### config.mk
export PLATFORM = sky130hd
export DESIGN_NAME = vram_blitter_flat
export DESIGN_NICKNAME = d
export VERILOG_FILES = /design/src/rtl/vram_blitter_pkg.sv /design/src/rtl/vram_blitter_if.sv /design/src/rtl/vram_blitter_addr_gen.sv /design/src/rtl/vram_blitter.sv /design/src/flat_wrapper.sv
export SDC_FILE = /design/constraint.sdc
export NUM_CORES = 1
export LEC_CHECK = 0
export BUFFER_PORTS_ARGS = -buffer_cell sky130_fd_sc_hd__clkbuf_2
export CORE_MARGIN = 2
export CORE_UTILIZATION = 40
export DETAILED_ROUTE_END_ITERATION = 7
export GPL_TIMING_DRIVEN = 0
export PLACE_DENSITY = 0.63
export SYNTH_ARGS = -nofsm -noshare
export SYNTH_HDL_FRONTEND = slang
export SYNTH_SLANG_ARGS = --single-unit
### constraint.sdc
create_clock -name i_clk -period 6.1 [get_ports i_clk]
set_input_delay 0.61 -clock i_clk [delete_from_list [all_inputs] [get_ports i_clk]]
set_output_delay 0.61 -clock i_clk [all_outputs]
set_load 0.05 [all_outputs]
### src/rtl/vram_blitter_pkg.sv
// Shared VRAM geometry and blitter FSM encoding, used by the blitter and the display path.
package vram_blitter_pkg;

  localparam int SCREEN_WIDTH  = 640;
  localparam int SCREEN_HEIGHT = 360;
  localparam int VRAM_A_WIDTH  = 18;
  localparam int VRAM_D_WIDTH  = 6;

  localparam logic [1:0] ST_IDLE  = 2'd0;
  localparam logic [1:0] ST_RUN   = 2'd1;
  localparam logic [1:0] ST_FLUSH = 2'd2;
  localparam logic [1:0] ST_DONE  = 2'd3;

endpackage

### src/rtl/vram_blitter_if.sv
// Memory-side bus of the blitter: sprite ROM read port and VRAM write port.
interface vram_blitter_if #(
  parameter int SPR_A_WIDTH = 12
);
  import vram_blitter_pkg::*;

  logic [SPR_A_WIDTH-1:0]  spr_addr;
  logic [VRAM_D_WIDTH-1:0] spr_data;
  logic [VRAM_A_WIDTH-1:0] vram_addr;
  logic [VRAM_D_WIDTH-1:0] vram_data;
  logic                    vram_write;

  modport master (
    output spr_addr,
    input  spr_data,
    output vram_addr,
    output vram_data,
    output vram_write
  );

  modport slave (
    input  spr_addr,
    output spr_data,
    input  vram_addr,
    input  vram_data,
    input  vram_write
  );
endinterface

### src/rtl/vram_blitter_addr_gen.sv
// Stage 1 of the blit pipeline: col/row walk, sprite ROM address, VRAM address and clip flag.
module blit_addr_gen
  import vram_blitter_pkg::*;
#(
  parameter int SPR_A_WIDTH   = 12,
  parameter int SPR_DIM_WIDTH = 7
) (
  input  logic                     i_clk,
  input  logic                     i_rst,
  input  logic                     i_load,
  input  logic                     i_step,
  input  logic [9:0]               i_dst_x,
  input  logic [8:0]               i_dst_y,
  input  logic [SPR_A_WIDTH-1:0]   i_spr_base,
  input  logic [SPR_DIM_WIDTH-1:0] i_spr_w,
  input  logic [SPR_DIM_WIDTH-1:0] i_spr_h,
  output logic [SPR_A_WIDTH-1:0]   o_spr_addr,
  output logic [VRAM_A_WIDTH-1:0]  o_vram_addr,
  output logic                     o_clip,
  output logic                     o_last
);

  localparam logic [VRAM_A_WIDTH-1:0] ROW_PITCH = VRAM_A_WIDTH'(SCREEN_WIDTH);
  localparam logic [10:0]             X_LIM     = 11'(SCREEN_WIDTH);
  localparam logic [9:0]              Y_LIM     = 10'(SCREEN_HEIGHT);

  logic [9:0]               r_dst_x;
  logic [SPR_DIM_WIDTH-1:0] r_w;
  logic [SPR_DIM_WIDTH-1:0] r_h;
  logic [SPR_DIM_WIDTH-1:0] r_col;
  logic [SPR_DIM_WIDTH-1:0] r_row;
  logic [10:0]              r_x;
  logic [9:0]               r_y;
  logic [VRAM_A_WIDTH-1:0]  r_row_base;
  logic [SPR_A_WIDTH-1:0]   r_spr_addr;
  logic                     w_col_end;

  assign w_col_end = (r_col == r_w - 1'b1);

  // NOTE: state registers use non-blocking assignments so every flop samples pre-edge values.
  always_ff @(posedge i_clk or posedge i_rst) begin
    if (i_rst) begin
      r_dst_x    <= '0;
      r_w        <= '0;
      r_h        <= '0;
      r_col      <= '0;
      r_row      <= '0;
      r_x        <= '0;
      r_y        <= '0;
      r_row_base <= '0;
      r_spr_addr <= '0;
    end else if (i_load) begin
      r_dst_x    <= i_dst_x;
      r_w        <= i_spr_w;
      r_h        <= i_spr_h;
      r_col      <= '0;
      r_row      <= '0;
      r_x        <= {1'b0, i_dst_x};
      r_y        <= {1'b0, i_dst_y};
      r_row_base <= VRAM_A_WIDTH'(i_dst_y) * ROW_PITCH;
      r_spr_addr <= i_spr_base;
    end else if (i_step) begin
      r_spr_addr <= r_spr_addr + 1'b1;
      if (w_col_end) begin
        r_col      <= '0;
        r_row      <= r_row + 1'b1;
        r_x        <= {1'b0, r_dst_x};
        r_y        <= r_y + 1'b1;
        r_row_base <= r_row_base + ROW_PITCH;
      end else begin
        r_col <= r_col + 1'b1;
        r_x   <= r_x + 1'b1;
      end
    end
  end

  // Screen coordinates are kept one bit wider than the ports so edge sums cannot wrap.
  assign o_clip      = (r_x >= X_LIM) || (r_y >= Y_LIM);
  assign o_vram_addr = r_row_base + VRAM_A_WIDTH'(r_x);
  assign o_spr_addr  = r_spr_addr;
  assign o_last      = w_col_end && (r_row == r_h - 1'b1);

endmodule

### src/rtl/vram_blitter.sv
// Sprite-to-VRAM blitter: FSM plus stage-2 write register, one pixel per clock with edge clipping.
// Optional BLIT_TRANSPARENCY_EN suppresses writes of the TRANSPARENT_IDX colour index.
module vram_blitter
  import vram_blitter_pkg::*;
#(
  parameter int SPR_A_WIDTH   = 12,
  parameter int SPR_DIM_WIDTH = 7
`ifdef BLIT_TRANSPARENCY_EN
  , parameter logic [VRAM_D_WIDTH-1:0] TRANSPARENT_IDX = 6'h00
`endif
) (
  input  logic                     i_clk,
  input  logic                     i_rst,
  input  logic                     i_start,
  input  logic [9:0]               i_dst_x,
  input  logic [8:0]               i_dst_y,
  input  logic [SPR_A_WIDTH-1:0]   i_spr_base,
  input  logic [SPR_DIM_WIDTH-1:0] i_spr_w,
  input  logic [SPR_DIM_WIDTH-1:0] i_spr_h,
  vram_blitter_if.master           bus,
  output logic                     o_busy,
  output logic                     o_done
);

  logic [1:0]              r_state;
  logic [1:0]              w_state_nxt;
  logic                    r_wr_valid;
  logic [VRAM_A_WIDTH-1:0] r_wr_addr;
  logic                    w_load;
  logic                    w_step;
  logic                    w_nonzero;
  logic                    w_clip;
  logic                    w_last;
  logic                    w_opaque;
  logic [VRAM_A_WIDTH-1:0] w_vram_addr;
  logic [SPR_A_WIDTH-1:0]  w_spr_addr;

  assign w_nonzero = (i_spr_w != '0) && (i_spr_h != '0);
  assign w_load    = (r_state == ST_IDLE) && i_start && w_nonzero;
  assign w_step    = (r_state == ST_RUN);

  blit_addr_gen #(
    .SPR_A_WIDTH   (SPR_A_WIDTH),
    .SPR_DIM_WIDTH (SPR_DIM_WIDTH)
  ) u_addr_gen (
    .i_clk       (i_clk),
    .i_rst       (i_rst),
    .i_load      (w_load),
    .i_step      (w_step),
    .i_dst_x     (i_dst_x),
    .i_dst_y     (i_dst_y),
    .i_spr_base  (i_spr_base),
    .i_spr_w     (i_spr_w),
    .i_spr_h     (i_spr_h),
    .o_spr_addr  (w_spr_addr),
    .o_vram_addr (w_vram_addr),
    .o_clip      (w_clip),
    .o_last      (w_last)
  );

  // NOTE: every combinational output gets a default first so no latch is inferred.
  always_comb begin
    w_state_nxt = r_state;
    case (r_state)
      ST_IDLE:  if (i_start) w_state_nxt = w_nonzero ? ST_RUN : ST_DONE;
      ST_RUN:   if (w_last) w_state_nxt = ST_FLUSH;
      ST_FLUSH: w_state_nxt = ST_DONE;
      default:  w_state_nxt = ST_IDLE;
    endcase
  end

  always_ff @(posedge i_clk or posedge i_rst) begin
    if (i_rst) begin
      r_state    <= ST_IDLE;
      r_wr_valid <= 1'b0;
      r_wr_addr  <= '0;
    end else begin
      r_state    <= w_state_nxt;
      r_wr_valid <= w_step & ~w_clip;
      if (w_step) r_wr_addr <= w_vram_addr;
    end
  end

`ifdef BLIT_TRANSPARENCY_EN
  assign w_opaque = (bus.spr_data != TRANSPARENT_IDX);
`else
  assign w_opaque = 1'b1;
`endif

  // ROM data arrives one cycle after its address, aligned with the stage-2 register.
  assign bus.spr_addr   = w_spr_addr;
  assign bus.vram_addr  = r_wr_addr;
  assign bus.vram_data  = r_wr_valid ? bus.spr_data : '0;
  assign bus.vram_write = r_wr_valid & w_opaque;

  assign o_busy = (r_state == ST_RUN) || (r_state == ST_FLUSH);
  assign o_done = (r_state == ST_DONE);

endmodule

### src/flat_wrapper.sv
// flat-port wrapper written by rule: the top's interface ports become plain ports
module vram_blitter_flat import vram_blitter_pkg::*;
#(
  parameter int SPR_A_WIDTH   = 12,
  parameter int SPR_DIM_WIDTH = 7

)
  (i_clk, i_rst, i_start, i_dst_x, i_dst_y, i_spr_base, i_spr_w, i_spr_h, o_busy, o_done, bus_spr_addr, bus_spr_data, bus_vram_addr, bus_vram_data, bus_vram_write);
  vram_blitter_if #(.SPR_A_WIDTH(SPR_A_WIDTH)) bus_i ();
  input  logic i_clk;
  input  logic i_rst;
  input  logic i_start;
  input  logic [9:0] i_dst_x;
  input  logic [8:0] i_dst_y;
  input  logic [SPR_A_WIDTH-1:0] i_spr_base;
  input  logic [SPR_DIM_WIDTH-1:0] i_spr_w;
  input  logic [SPR_DIM_WIDTH-1:0] i_spr_h;
  output logic o_busy;
  output logic o_done;
  output wire logic [$bits(bus_i.spr_addr)-1:0] bus_spr_addr;
  input wire logic [$bits(bus_i.spr_data)-1:0] bus_spr_data;
  output wire logic [$bits(bus_i.vram_addr)-1:0] bus_vram_addr;
  output wire logic [$bits(bus_i.vram_data)-1:0] bus_vram_data;
  output wire logic [$bits(bus_i.vram_write)-1:0] bus_vram_write;
  assign bus_spr_addr = bus_i.spr_addr;
  assign bus_i.spr_data = bus_spr_data;
  assign bus_vram_addr = bus_i.vram_addr;
  assign bus_vram_data = bus_i.vram_data;
  assign bus_vram_write = bus_i.vram_write;
  vram_blitter #(.SPR_A_WIDTH(SPR_A_WIDTH), .SPR_DIM_WIDTH(SPR_DIM_WIDTH)) u_core (.i_clk(i_clk), .i_rst(i_rst), .i_start(i_start), .i_dst_x(i_dst_x), .i_dst_y(i_dst_y), .i_spr_base(i_spr_base), .i_spr_w(i_spr_w), .i_spr_h(i_spr_h), .bus(bus_i), .o_busy(o_busy), .o_done(o_done));
endmodule
After elaboration in Yosys (flattened, before gate mapping)
Index checks and enable logic that the tools add are counted.
{"block": "op_classes", "n_addsub": 9, "mul": 1, "n_lt_le_gt_ge": 2, "eq_ne": 7, "muxes": 22, "n_bitwise": 2, "reduce_logical": 13}
{"cell": "$mux W18", "count": 3}
{"cell": "$mux W7", "count": 6}
{"cell": "$mux W11", "count": 3}
{"cell": "$mux W10", "count": 3}
{"cell": "$mux W12", "count": 2}
{"cell": "$add A18 B10 Y18 const B", "count": 1}
{"cell": "$add A18 B11 Y18", "count": 1}
{"cell": "$add A7 B1 Y7 const B", "count": 2}
{"cell": "$eq A7 B7 Y1", "count": 2}
{"cell": "$reduce_bool A7 Y1", "count": 2}
{"cell": "$sub A7 B1 Y7 const B", "count": 2}
{"cell": "$add A12 B1 Y12 const B", "count": 1}
{"cell": "$add A11 B1 Y11 const B", "count": 1}
{"cell": "$ge A11 B10 Y1 const B", "count": 1}
{"cell": "$mul A9 B3 Y11 const B", "count": 1}
{"cell": "$add A10 B1 Y10 const B", "count": 1}
{"cell": "$ge A10 B9 Y1 const B", "count": 1}
{"cell": "$mux W2", "count": 3}
{"cell": "$mux W6", "count": 1}
{"cell": "$pmux W2 S3", "count": 1}
{"cell": "$eq A2 B2 Y1 const B", "count": 2}
{"cell": "$logic_and A1 B1 Y1", "count": 4}
{"cell": "$ne A2 B2 Y1 const B", "count": 2}
{"cell": "$reduce_and A2 Y1", "count": 2}
{"cell": "6 further kinds", "count": 8}
{"block": "word_totals", "register_bits": 110, "input_bits": 54}

Logic depth before layout (Yosys ltp)
Gate-level depths: netlist of run 1.
{"block": "logic_depth", "word_depth": 5, "ltp_mapped": 11, "mapped_depth_nobuf": 11}

By module
A second synthesis of run 1 with hierarchy kept.
{"block": "unflattened", "hier_cells": 668, "hier_area_um2": 6447.4}
{"module": "blit_addr_gen", "n_inst": 1, "cells_per_inst": 597, "area_per_inst_um2": 5476.5}
{"module": "vram_blitter", "n_inst": 1, "cells_per_inst": 71, "area_per_inst_um2": 970.9}

Worst setup path before layout of run 1
Ideal clock, no wire load.
{"block": "synth_path", "path_type": "input to register", "from": "input i_dst_y[1]", "to": "register u_core.u_addr_gen.r_row_base[16]", "setup_time_ns": 0.127, "arrival_time_ns": 2.176, "required_ns": 5.973, "slack_ns": 3.797, "path_stages": 11, "cell_sequence": "ha_1 > ha_1 > inv_1 > fa_1 > inv_1 > a21o_1 > a21oi_1 > o21bai_1 > a21oi_1 > xor2_1 > mux2i_1"}
{"block": "synth_via", "elab_chain_cells": 2}
{"item": "start: declaration", "line": "flat_wrapper.sv:14", "rtl": "input logic [8:0] i_dst_y;"}
{"item": "$mul A9 B3 Y11", "line": "vram_blitter_addr_gen.sv:60", "rtl": "r_row_base <= VRAM_A_WIDTH'(i_dst_y) * ROW_PITCH;"}
{"item": "$mux W18", "line": "vram_blitter_addr_gen.sv:52", "rtl": "end else if (i_load) begin"}
{"item": "end signal: assignment", "line": "vram_blitter_addr_gen.sv:60"}
{"item": "end signal: assignment", "line": "vram_blitter_addr_gen.sv:69", "rtl": "r_row_base <= r_row_base + ROW_PITCH;"}
{"item": "end: declaration", "line": "vram_blitter_addr_gen.sv:34", "rtl": "logic [VRAM_A_WIDTH-1:0] r_row_base;"}
Every way passes these cells.
A chain may end at the register's enable or synchronous reset.

Final worst setup path of run 1
{"block": "layout_path", "from": "register u_core.r_state[1]", "to": "register u_core.r_wr_valid, in the netlist u_core.bus.vram_write"}
{"block": "layout_via", "elab_chain_cells": 2}
{"item": "start: declaration", "line": "vram_blitter.sv:25", "rtl": "logic [1:0] r_state;"}
{"item": "start signal: assignment", "line": "vram_blitter.sv:78", "rtl": "r_state <= w_state_nxt;"}
{"item": "$eq A2 B1 Y1", "line": "vram_blitter.sv:40", "rtl": "assign w_step = (r_state == ST_RUN);"}
{"item": "$and A1 B1 Y1", "line": "vram_blitter.sv:79", "rtl": "r_wr_valid <= w_step & ~w_clip;"}
{"item": "end signal: assignment", "line": "vram_blitter.sv:79"}
{"item": "end: declaration", "line": "vram_blitter.sv:27", "rtl": "logic r_wr_valid;"}
Every way passes these cells.

==> qor.csv, run 1 <==
metric,value,unit
status,completed,
rrSetupSlack,3.23,ns
ys.flop_type,dfrtp_1,
grt-ovfl-total,0,
syn_to_final_growth,16.5,%
cp.required,6.37,ns
ctsHoldBuffers,0,
grt_max_degree,54,
antennaDiodeCount,0,
hold_violations,0,
cts_sinks,103,
synth_edf_count,0,
relSlewSlack,0.519,
synth_top_area_cell,dfrtp_1,
num_vias,5031,
power.total,1.33,mW
netlist_instances,680,
cts_tree,yes,
cts.repair.resized,0,
end_kind,flip-flop,
r2r_start,u_core.r_state[1],
grt_usage,0.197,
synth_area_per_cell,8.96,sq um
syn_nets,768,
leakage,3.28,nW
fin_ws,3.23,ns
start_util,0.405,
drt-total-wl,15000,um
rsz0062_at_grt,no,
path_class,reg2reg,
start_kind,flip-flop,
die_w,127,um
grt_pass1_vias,4978,
tightest_slew,0.721,ns
min_path_type,in2async,
post-cts-setup-buffers,0,
htree_levels,3,
grt_pass1_wl,25400,um
clk_latency,0.36,ns
async_reset_ff_frac,1.00,
worst_ep_arrival_time,3.14,ns
coreArea,15000,sq um
ys_seq_area_frac,0.423,
path_clk_slew,0.07,ns
ys_top_cells_by_area,"dfrtp_1 42%, nand2_1 7.6%, xnor2_1 7.5%",
cts_buffer_depth,2,
min_period,2.87,ns
crit_start,u_core.r_state[1],
drc,0,
antenna_found_initial,0,
numCtsBuffers,9,
drv_slew,0,
num-nets-final,872,
boundaryPins,93,
ys_seq_elements,103,
dpl_worst_slack,3.13,ns
fin_util,0.472,
ant_nets,0,
path_max_fanout,10,
wire_per_inst,15.4,um
yosys_warnings,0,
drive_gt1_frac,0.175,
synth_area,6090,sq um
period_share,0.470,
vias_per_cell,5.15,
max_freq,349,MHz
setup_viol,0,
die_h,127,um
maxCapViolations,0,
fillers,1516,
first_pass_iters,4,
yosysTopAreaCellShare,0.423,
fin_skew,0.00844,ns
final_cell_count_no_fill,976,
ys_types,60,
dp_cells,961,
rows,45,
gp_congestion,0.837,
clockRootBuffer,clkbuf_16,
die_area,16200,sq um
drt_iter0_drc,272,
portBuffers,92,
ir_drop,0.000126,V
dp.final_hpwl,11300,um
finalSetupTns,0,ns
power.density,187,nW/um^2
==> metal layers <==
metal / up-vias / part of all wire / GRT usage
li1: 2525 / - / -
met1: 2411 / 0.47 / 0.267
met2: 78 / 0.48 / 0.324
met3: 17 / 0.028 / 0.0218
met4: 0 / 0.022 / 0.0756
met5: - / 0 / 0
==> flip-flops by register name, indices dropped and copies added (netlist names) <==
signal                        cells
u_core.bus.vram_addr             18
u_core.u_addr_gen.o_spr_addr     12
u_core.u_addr_gen.r_row_base     11
u_core.u_addr_gen.r_x            11
u_core.u_addr_gen.r_dst_x        10
u_core.u_addr_gen.r_y            10
u_core.u_addr_gen.r_col           7
u_core.u_addr_gen.r_h             7
u_core.u_addr_gen.r_row           7
u_core.u_addr_gen.r_w             7
u_core.r_state                    2
u_core.bus.vram_write             1
==> where the power goes <==
part | switching, mW | internal [mW] | total, mW
logic | 0.0424 | 0.0328 | 0.0752
registers | 0.000189 | 0.683 | 0.683
clock network | 0.257 | 0.315 | 0.573
==> worst paths after layout <==
check                           depth (start not counted)                         endpoint
worst max register to register                          7            u_core.bus.vram_write
worst min register to register                          2     u_core.u_addr_gen.r_dst_x[5]
min in group i_clk                                      3  u_core.u_addr_gen.o_spr_addr[9]
max in group asynchronous                               3         u_core.u_addr_gen.r_w[1]
worst min-delay path                                    2     u_core.u_addr_gen.r_dst_x[4]
worst max-delay path                                    7            u_core.bus.vram_write
==> Yosys cell counts (6+ instances only) <==
library cell	instances
and3_1	9
nor3_1	16
and2_1	6
mux2i_1	7
ha_1	33
a21o_1	6
xor2_1	24
nand2_1	124
inv_1	22
mux2_2	11
nand3_1	30
dfrtp_1	103
clkbuf_1	18
o21ai_0	42
xnor2_1	52
nor2_1	56
a21oi_1	34
buf_2	6
nand4_1	13
==> placed cells by master, fill, tap and decap left out, types with 3 or more instances in the layout <==
master	instances
a21boi_0	3
a21o_1	6
a21oi_1	34
a31oi_1	3
and2_1	6
and3_1	9
buf_1	3
buf_2	6
clkbuf_1	20
clkbuf_16	9
clkbuf_2	92
dfrtp_1	103
ha_1	33
inv_1	21
mux2_2	11
mux2i_1	7
nand2_1	124
nand3_1	30
nand4_1	13
nor2_1	56
nor2b_1	3
nor3_1	16
nor4_1	3
o21a_1	4
o21ai_0	42
or3_1	4
xnor2_1	52
xor2_1	24
==> layout make-up <==
type / count / area (sq um) / share of cell area
Clock inverter: 4 / 47.5 / 0.00670
Buffer: 29 / 124 / 0.0174
Timing Repair Buffer: 93 / 488 / 0.0687
Clock buffer: 11 / 233 / 0.0328
Sequential cell: 103 / 2580 / 0.363
Multi-Input combinational cell: 525 / 3310 / 0.466
Inverter: 23 / 88.8 / 0.0125
Tap cell: 188 / 235 / 0.0331
==> critical path: stages, from the launching register on <==
cell	delay, ns
dfrtp_1	0.41
inv_1	0.09
ha_1	0.29
clkbuf_1	0.52
buf_1	0.53
clkbuf_1	0.45
nand3_1	0.26
a21oi_1	0.22
==> logic make-up (layout without fill, tap and decap cells) <==
kind of cell	count (synthesis)	after routing	synth area share
and+or+nand+nor	281	281	0.214
DFF	103	103	0.423
other	1	1	0.000615
adders and majority gates	34	34	0.0710
xor gates and xnor gates	76	76	0.109
muxes	18	18	0.0318
AOI/OAI and AO/OA	115	115	0.116
buffers and inverters	52	160	0.0345
==> stage by stage <==
stage / hold WS (ns) / instance area, sq um
floorplan: 0.440 / 6090
global placement: 0.455 / 6790
detailed placement: 0.463 / 6820
CTS: 0.388 / 7100
global route: 0.418 / 7100
finish: 0.343 / 7100
No activity file was read; power rests on OpenSTA's default activity.
==> inputs of run 2 (changes only) <==
- ABC_AREA: unset -> 1
- PLACE_DENSITY: 0.63 -> 0.62
- clock period: 6.1 -> 2.85 ns (I/O delays scaled with it)
==> run 2 against run 1 <==
- critical path depth increased by 1
- register-to-register slack got worse by 2.7 ns
- worst setup slack worse by 2.7 ns
- hold slack worse by 0.31 ns
- clock skew shrank 0.0042 ns
- non-clock buffer count up 2
- cell area increased by 7.2%
- largest power group is now combinational logic
==> qor.csv, run 2 <==
metric,value,unit,change
ys.flop_type,dfrtp_1,,
grt_max_degree,39,,-28%
ir_drop,0.000484,V,+280%
status,completed,,
num-nets-final,1079,,+24%
drive_gt1_frac,0.148,,-0.0274
clk_latency,0.35,ns,about the same
clockRootBuffer,clkbuf_16,,
finalSetupTns,0,ns,unchanged
drt-total-wl,17300,um,+15%
die_h,132,um,+3.7%
path_class,reg2reg,,
vias_per_cell,4.90,,-4.9%
dp.final_hpwl,13100,um,+16%
die_w,132,um,+3.7%
antenna_found_initial,0,,unchanged
tightest_slew,0.734,ns,+0.0127 ns
ctsHoldBuffers,0,,unchanged
period_share,0.819,,+0.349
leakage,3.96,nW,+21%
boundaryPins,93,,unchanged
r2r_start,u_core.r_state[1],,
portBuffers,92,,unchanged
die_area,17500,sq um,+7.6%
rows,46,,+2.2%
start_util,0.412,,+0.00678
worst_ep_arrival_time,2.55,ns,-0.59 ns
maxCapViolations,0,,unchanged
num_vias,5935,,+18%
post-cts-setup-buffers,0,,unchanged
syn_to_final_growth,15.8,%,
r2r_cells,8,,+1
grt_usage,0.203,,+0.00610
yosys_warnings,0,,unchanged
finish.instance_area,7610,sq um,+7.2%
synth_top_area_cell,dfrtp_1,,
cts.repair.resized,0,,unchanged
synth_edf_count,0,,unchanged
path_clk_slew,0.07,ns,about the same
grt_pass1_vias,5599,,+12%
end_kind,flip-flop,,
netlist_instances,886,,+30%
rsz0062_at_grt,no,,
coreArea,15900,sq um,+6.1%
place_area,7340,sq um,+7.7%
r2r_end,u_core.u_addr_gen.r_col[1],,
setup_viol,0,,unchanged
first_pass_iters,5,,+1
ant_nets,0,,unchanged
wire_per_inst,14.3,um,-6.9%
drc,0,,unchanged
yosysTopAreaCellShare,0.392,,-0.0307
numCtsBuffers,9,,unchanged
syn_nets,974,,+27%
htree_levels,3,,unchanged
synth_area,6570,sq um,+7.8%
final_cell_mix,"248 x nand2_1, 108 x inv_1, 103 x dfrtp_1",,
power.density,1110,nW/um^2,+490%
antennaDiodeCount,0,,unchanged
async_reset_ff_frac,1.00,,unchanged
grt-ovfl-total,0,,unchanged
ys_top_cells_by_area,"dfrtp_1 39%, nand2_1 14%, ha_1 6.3%",,
max_freq,428,MHz,+23%
grt_pass1_wl,28200,um,+11%
cts_sinks,103,,unchanged
fin_skew,0.00423,ns,-0.00421 ns
min_period,2.33,ns,-0.532 ns
cp.required,3.06,ns,-3.31 ns
fin_util,0.477,,+0.00508
relSlewSlack,0.510,,-0.00950
min_path_type,in2async,,
final_common_cell,nand2_1,,
ys_types,41,,-32%
path_max_fanout,10,,unchanged
cts_tree,yes,,
yosysMostFrequentCell,nand2_1,,
gp_congestion,0.812,,-3.0%
largest_reg_flops,18,,unchanged
rrSetupSlack,0.52,ns,-2.72 ns
drt_iter0_drc,293,,+7.7%
ys_seq_elements,103,,unchanged
drv_slew,0,,unchanged
hold_violations,0,,unchanged
start_kind,flip-flop,,
ys_seq_area_frac,0.392,,-0.0307
synthTopCellsByCount,"248 x nand2_1, 109 x inv_1, 103 x dfrtp_1, 77 x o21ai_0, 64 x nand3_1",,
synth_area_per_cell,7.42,sq um,-17%
cts_buffer_depth,2,,unchanged
## run 2: cell types whose count changed after synthesis, sizes merged, moves of 11 or more
cell / delta
nand3: +35
inv: +89
xor2: +18
o21ai: +62
xnor2: -44
nand2: +128
mux2: -11
a21oi: -14
## run 2: power breakdown
part | switching, mW | internal (mW) | total [mW] | leakage, nW
logic | 3.18 | 1.45 | 4.63 | 2.54
registers | 0.560 | 2.09 | 2.65 | 1.29
clock network | 0.565 | 0.608 | 1.17 | 0.131
total | 4.30 | 4.15 | 8.45 | 3.96
## run 2: worst max-delay path by stage
stage          slack, ns              start                          endpoint  cells past startpoint
5_1_grt             0.35  u_core.r_state[1]        u_core.u_addr_gen.r_col[1]                      8
4_1_cts             0.51  u_core.r_state[0]        u_core.u_addr_gen.r_col[1]                      8
3_5_place_dp        0.52  u_core.r_state[1]        u_core.u_addr_gen.r_col[1]                      8
6_report            0.52  u_core.r_state[1]        u_core.u_addr_gen.r_col[1]                      8
3_3_place_gp        0.51              i_rst          u_core.bus.vram_addr[14]                      2
2_1_floorplan       1.03         i_dst_y[1]  u_core.u_addr_gen.r_row_base[16]                     12
## run 2: layout make-up
cell class | instances | area [sq um]
well taps | 216 | 270
flip-flops and latches | 103 | 2580
plain buffers | 30 | 156
multi-input cells | 642 | 3420
inverters | 111 | 423
fillers | 1629 | 8330
clock inverters | 4 | 22.5
clock buffers | 11 | 243
repair buffers | 94 | 500
## run 2: cell families (layout without fill, tap and decap cells)
family	Yosys count	in the layout	synth area share
flip-flops	103	103	0.392
multiplexers	1	1	0.00152
other	1	1	0.000571
XOR/XNOR	50	50	0.0667
adder cells (fa/ha/maj)	34	34	0.0659
AND/OR/NAND/NOR	411	411	0.266
AO/OA/AOI/OAI	145	145	0.120
buffers and inverters	141	250	0.0876
## run 2: critical path, stage by stage, from the launching register on
cell and delay [ns]:
dfrtp_1 0.42, inv_1 0.09, ha_1 0.22, nand4_2 0.27, inv_2 0.21, clkbuf_1 0.54, nor2_1 0.21, nand3_1 0.11
o21ai_0 0.10
## run 2: routing by layer
layer  up-vias  routed length [um]  global-route usage
li1       3047                   -                   -
met4         0                 177              0.0447
met3        11                 658              0.0454
met5         -                   0                   0
met2       112                8210               0.337
met1      2765                8280               0.271
## run 2: through the flow
step	hold slack, ns	cells	worst slack (ns)	power [mW]
after floorplan	0.395	886	1.03	6.12
after global placement	0.457	1194	0.508	7.23
after detailed placement	0.430	1196	0.520	7.32
after CTS	0.0451	1211	0.505	8.52
after global routing	0.0761	1211	0.351	9.18
final	0.0350	1211	0.516	8.45
==> inputs of run 3 (changes only) <==
- ABC_AREA: 1 -> 0
- PLACE_DENSITY: 0.62 -> 0.63
- clock period: 2.85 -> 2.3 ns (I/O delays scaled with it)
==> run 3 against run 2 <==
- the run now ends with setup timing left
- wire length fell by 9.2%
- clock-buffer cell count is 2 higher
- register-to-register slack got worse by 0.56 ns
- critical endpoint is now u_core.u_addr_gen.r_y[5]
- highest routed layer unchanged
==> qor.csv, run 3 (synthesis results as in run 1) <==
metric,value,unit,change
drv_slew,0,,unchanged
coreArea,15000,sq um,-5.7%
cp_common_cell,xnor2_1,,
vias_per_cell,5.23,,+6.7%
die_h,127,um,-3.6%
seqPwrFrac,0.524,,+0.210
ant_nets,0,,unchanged
drt-total-wl,15700,um,-9.2%
final_cell_mix,"121 x nand2_1, 103 x clkbuf_2, 102 x dfrtp_1",,
slowest_stage,dfrtp_1,,
drc,0,,unchanged
htree_levels,3,,unchanged
setup_viol,1,,+1
cts_sinks,103,,unchanged
rsz0062_at_grt,yes,,
period_share,1.02,,+0.199
power.switching,0.772,mW,-82%
maxCapViolations,0,,unchanged
end_kind,flip-flop,,
hold_violations,0,,unchanged
clockPowerShare,0.416,,+0.277
min_path_type,in2reg,,
start_kind,flip-flop,,
largest_reg_flops,18,,unchanged
gp_congestion,0.816,,+0.43%
die_area,16200,sq um,-7.0%
path_clk_slew,0.07,ns,about the same
grt_pass1_vias,4980,,-11%
worst_ep_arrival_time,2.57,ns,+0.02 ns
drive_gt1_frac,0.255,,+0.107
path_cells,xnor2_1 > xnor2_1 > a2111oi_4 > nand4_1 > buf_4 > buf_8 > nor3_4 > xnor2_1 > o21ai_2,,
ir_drop,0.000357,V,-26%
p_comb_frac,0.060,,-0.487
syn_to_final_growth,24.9,%,
start_util,0.405,,-0.00678
boundaryPins,93,,unchanged
antennaDiodeCount,0,,unchanged
fillers,1409,,-14%
cts_buffer_depth,2,,unchanged
drt_iter0_drc,301,,+2.7%
rows,45,,-2.2%
dp.final_hpwl,11600,um,-11%
portBuffers,92,,unchanged
failed_checks,setup timing,,
wire_per_inst,15.8,um,+11%
final_common_cell,nand2_1,,
grt_max_degree,32,,-18%
grt_pass1_wl,25300,um,-10%
antenna_found_initial,0,,unchanged
power.density,454,nW/um^2,-59%
path_max_fanout,5,,-5
max_freq,427,MHz,-0.34%
numCtsBuffers,9,,unchanged
grt-ovfl-total,0,,unchanged
cts_tree,yes,,
grt_usage,0.197,,-0.00588
path_class,reg2reg,,
fin_util,0.506,,+0.0289
status,"finished, violations left",,
critical-path-max-stage-delay,0.44,ns,-0.10 ns
fin_skew,0.00655,ns,+0.00232 ns
tightest_slew,0.607,ns,-0.127 ns
first_pass_iters,4,,-1
min_period,2.34,ns,+0.00804 ns
dpl_worst_slack,-0.513,ns,-1.03 ns
swShare,0.223,,-0.286
clk_latency,0.35,ns,about the same
die_w,127,um,-3.6%
intPower,2.69,mW,-35%
cp.required,2.53,ns,-0.53 ns
fin_ws,-0.0422,ns,-0.558 ns
clockRootBuffer,clkbuf_16,,
leakage,3.47,nW,-12%
relSlewSlack,0.585,,+0.0750
num_vias,5195,,-12%
num-nets-final,890,,-18%
==> run 3: cell count changes in the layout (fill, tap and decap cells not counted), moves of 18 or more <==
cell | previous run | this run
inv_1 | 108 | 19
nand2_1 | 248 | 121
nand3_1 | 64 | 28
o21ai_0 | 77 | 31
xnor2_1 | 8 | 49
xor2_1 | 42 | 24
==> run 3: repair_timing <==
action / 4_1_cts / 5_1_grt
hold buffers: 1 / 0
setup buffers: 5 / 8
endpoints found under the setup margin: 89 / 50
cloned: 0 / 2
pin swaps: 4 / 29
endpoints found under the hold margin: 20 / 0
gates resized for setup: 25 / 92
==> run 3: area by class of cell <==
type,count,area (sq um),area share
multi-input cells,525,3560,0.467
flip-flops and latches,103,2580,0.339
repair buffers,111,689,0.0906
clock buffers,13,260,0.0342
well taps,188,235,0.0309
plain buffers,29,190,0.0250
inverters,23,93.8,0.0123
clock inverters,1,5.00,0.000658
==> run 3: stage by stage <==
| step | setup TNS, ns | instances | total power, mW | hold WS [ns] | instance area, sq um |
|---|---|---|---|---|---|
| 6_report | -0.0422 | 993 | 3.46 | 0.0796 | 7610 |
| 4_1_cts | -0.0159 | 983 | 3.49 | 0.0751 | 7240 |
| 2_1_floorplan | 0 | 680 | 1.96 | 0.335 | 6100 |
| 3_5_place_dp | -18.58 | 963 | 2.06 | 0.275 | 6850 |
| 3_3_place_gp | -16.79 | 960 | 2.04 | 0.436 | 6790 |
| 5_1_grt | -2.60 | 993 | 3.59 | 0.0795 | 7610 |
==> run 3: path summary, 6_finish.rpt <==
kind,start,end,depth (start not counted),slack [ns]
setup / recovery,u_core.u_addr_gen.r_col[3],u_core.u_addr_gen.r_y[5],9,-0.04
hold reg to reg,u_core.u_addr_gen.r_dst_x[1],u_core.u_addr_gen.r_dst_x[1],2,0.47
hold / removal,i_spr_base[7],u_core.u_addr_gen.o_spr_addr[7],3,0.08
min in group asynchronous,i_rst,u_core.bus.vram_addr[0],3,0.44
setup reg to reg,u_core.u_addr_gen.r_col[3],u_core.u_addr_gen.r_y[5],9,-0.04
max in group asynchronous,i_rst,u_core.u_addr_gen.r_y[6],6,0.92
==> run 3: layer usage <==
metal  global-route usage  share of wire  up-vias
met5                    0              0        -
met4               0.0776          0.027        0
met3               0.0247          0.031       20
met2                0.335           0.49       93
met1                0.256           0.45     2523
li1                     -              -     2559
==> run 3: critical path, delay by kind of cell, from the launching register on <==
family	cells	cell delay [ns]
XOR/XNOR	3	0.51
AO/OA/AOI/OAI	2	0.49
AND/OR/NAND/NOR	2	0.43
flip-flops	1	0.44
buffers and inverters	2	0.36
==> run 3: power groups by stage <==
| stage | sequential [mW] | combinational, mW | clock (mW) |
|---|---|---|---|
| after floorplan | 1.85 | 0.110 | 0 |
| after global placement | 1.85 | 0.192 | 0 |
| after detailed placement | 1.85 | 0.209 | 0 |
| after CTS | 1.81 | 0.211 | 1.47 |
| after global routing | 1.81 | 0.236 | 1.54 |
| final | 1.81 | 0.208 | 1.44 |
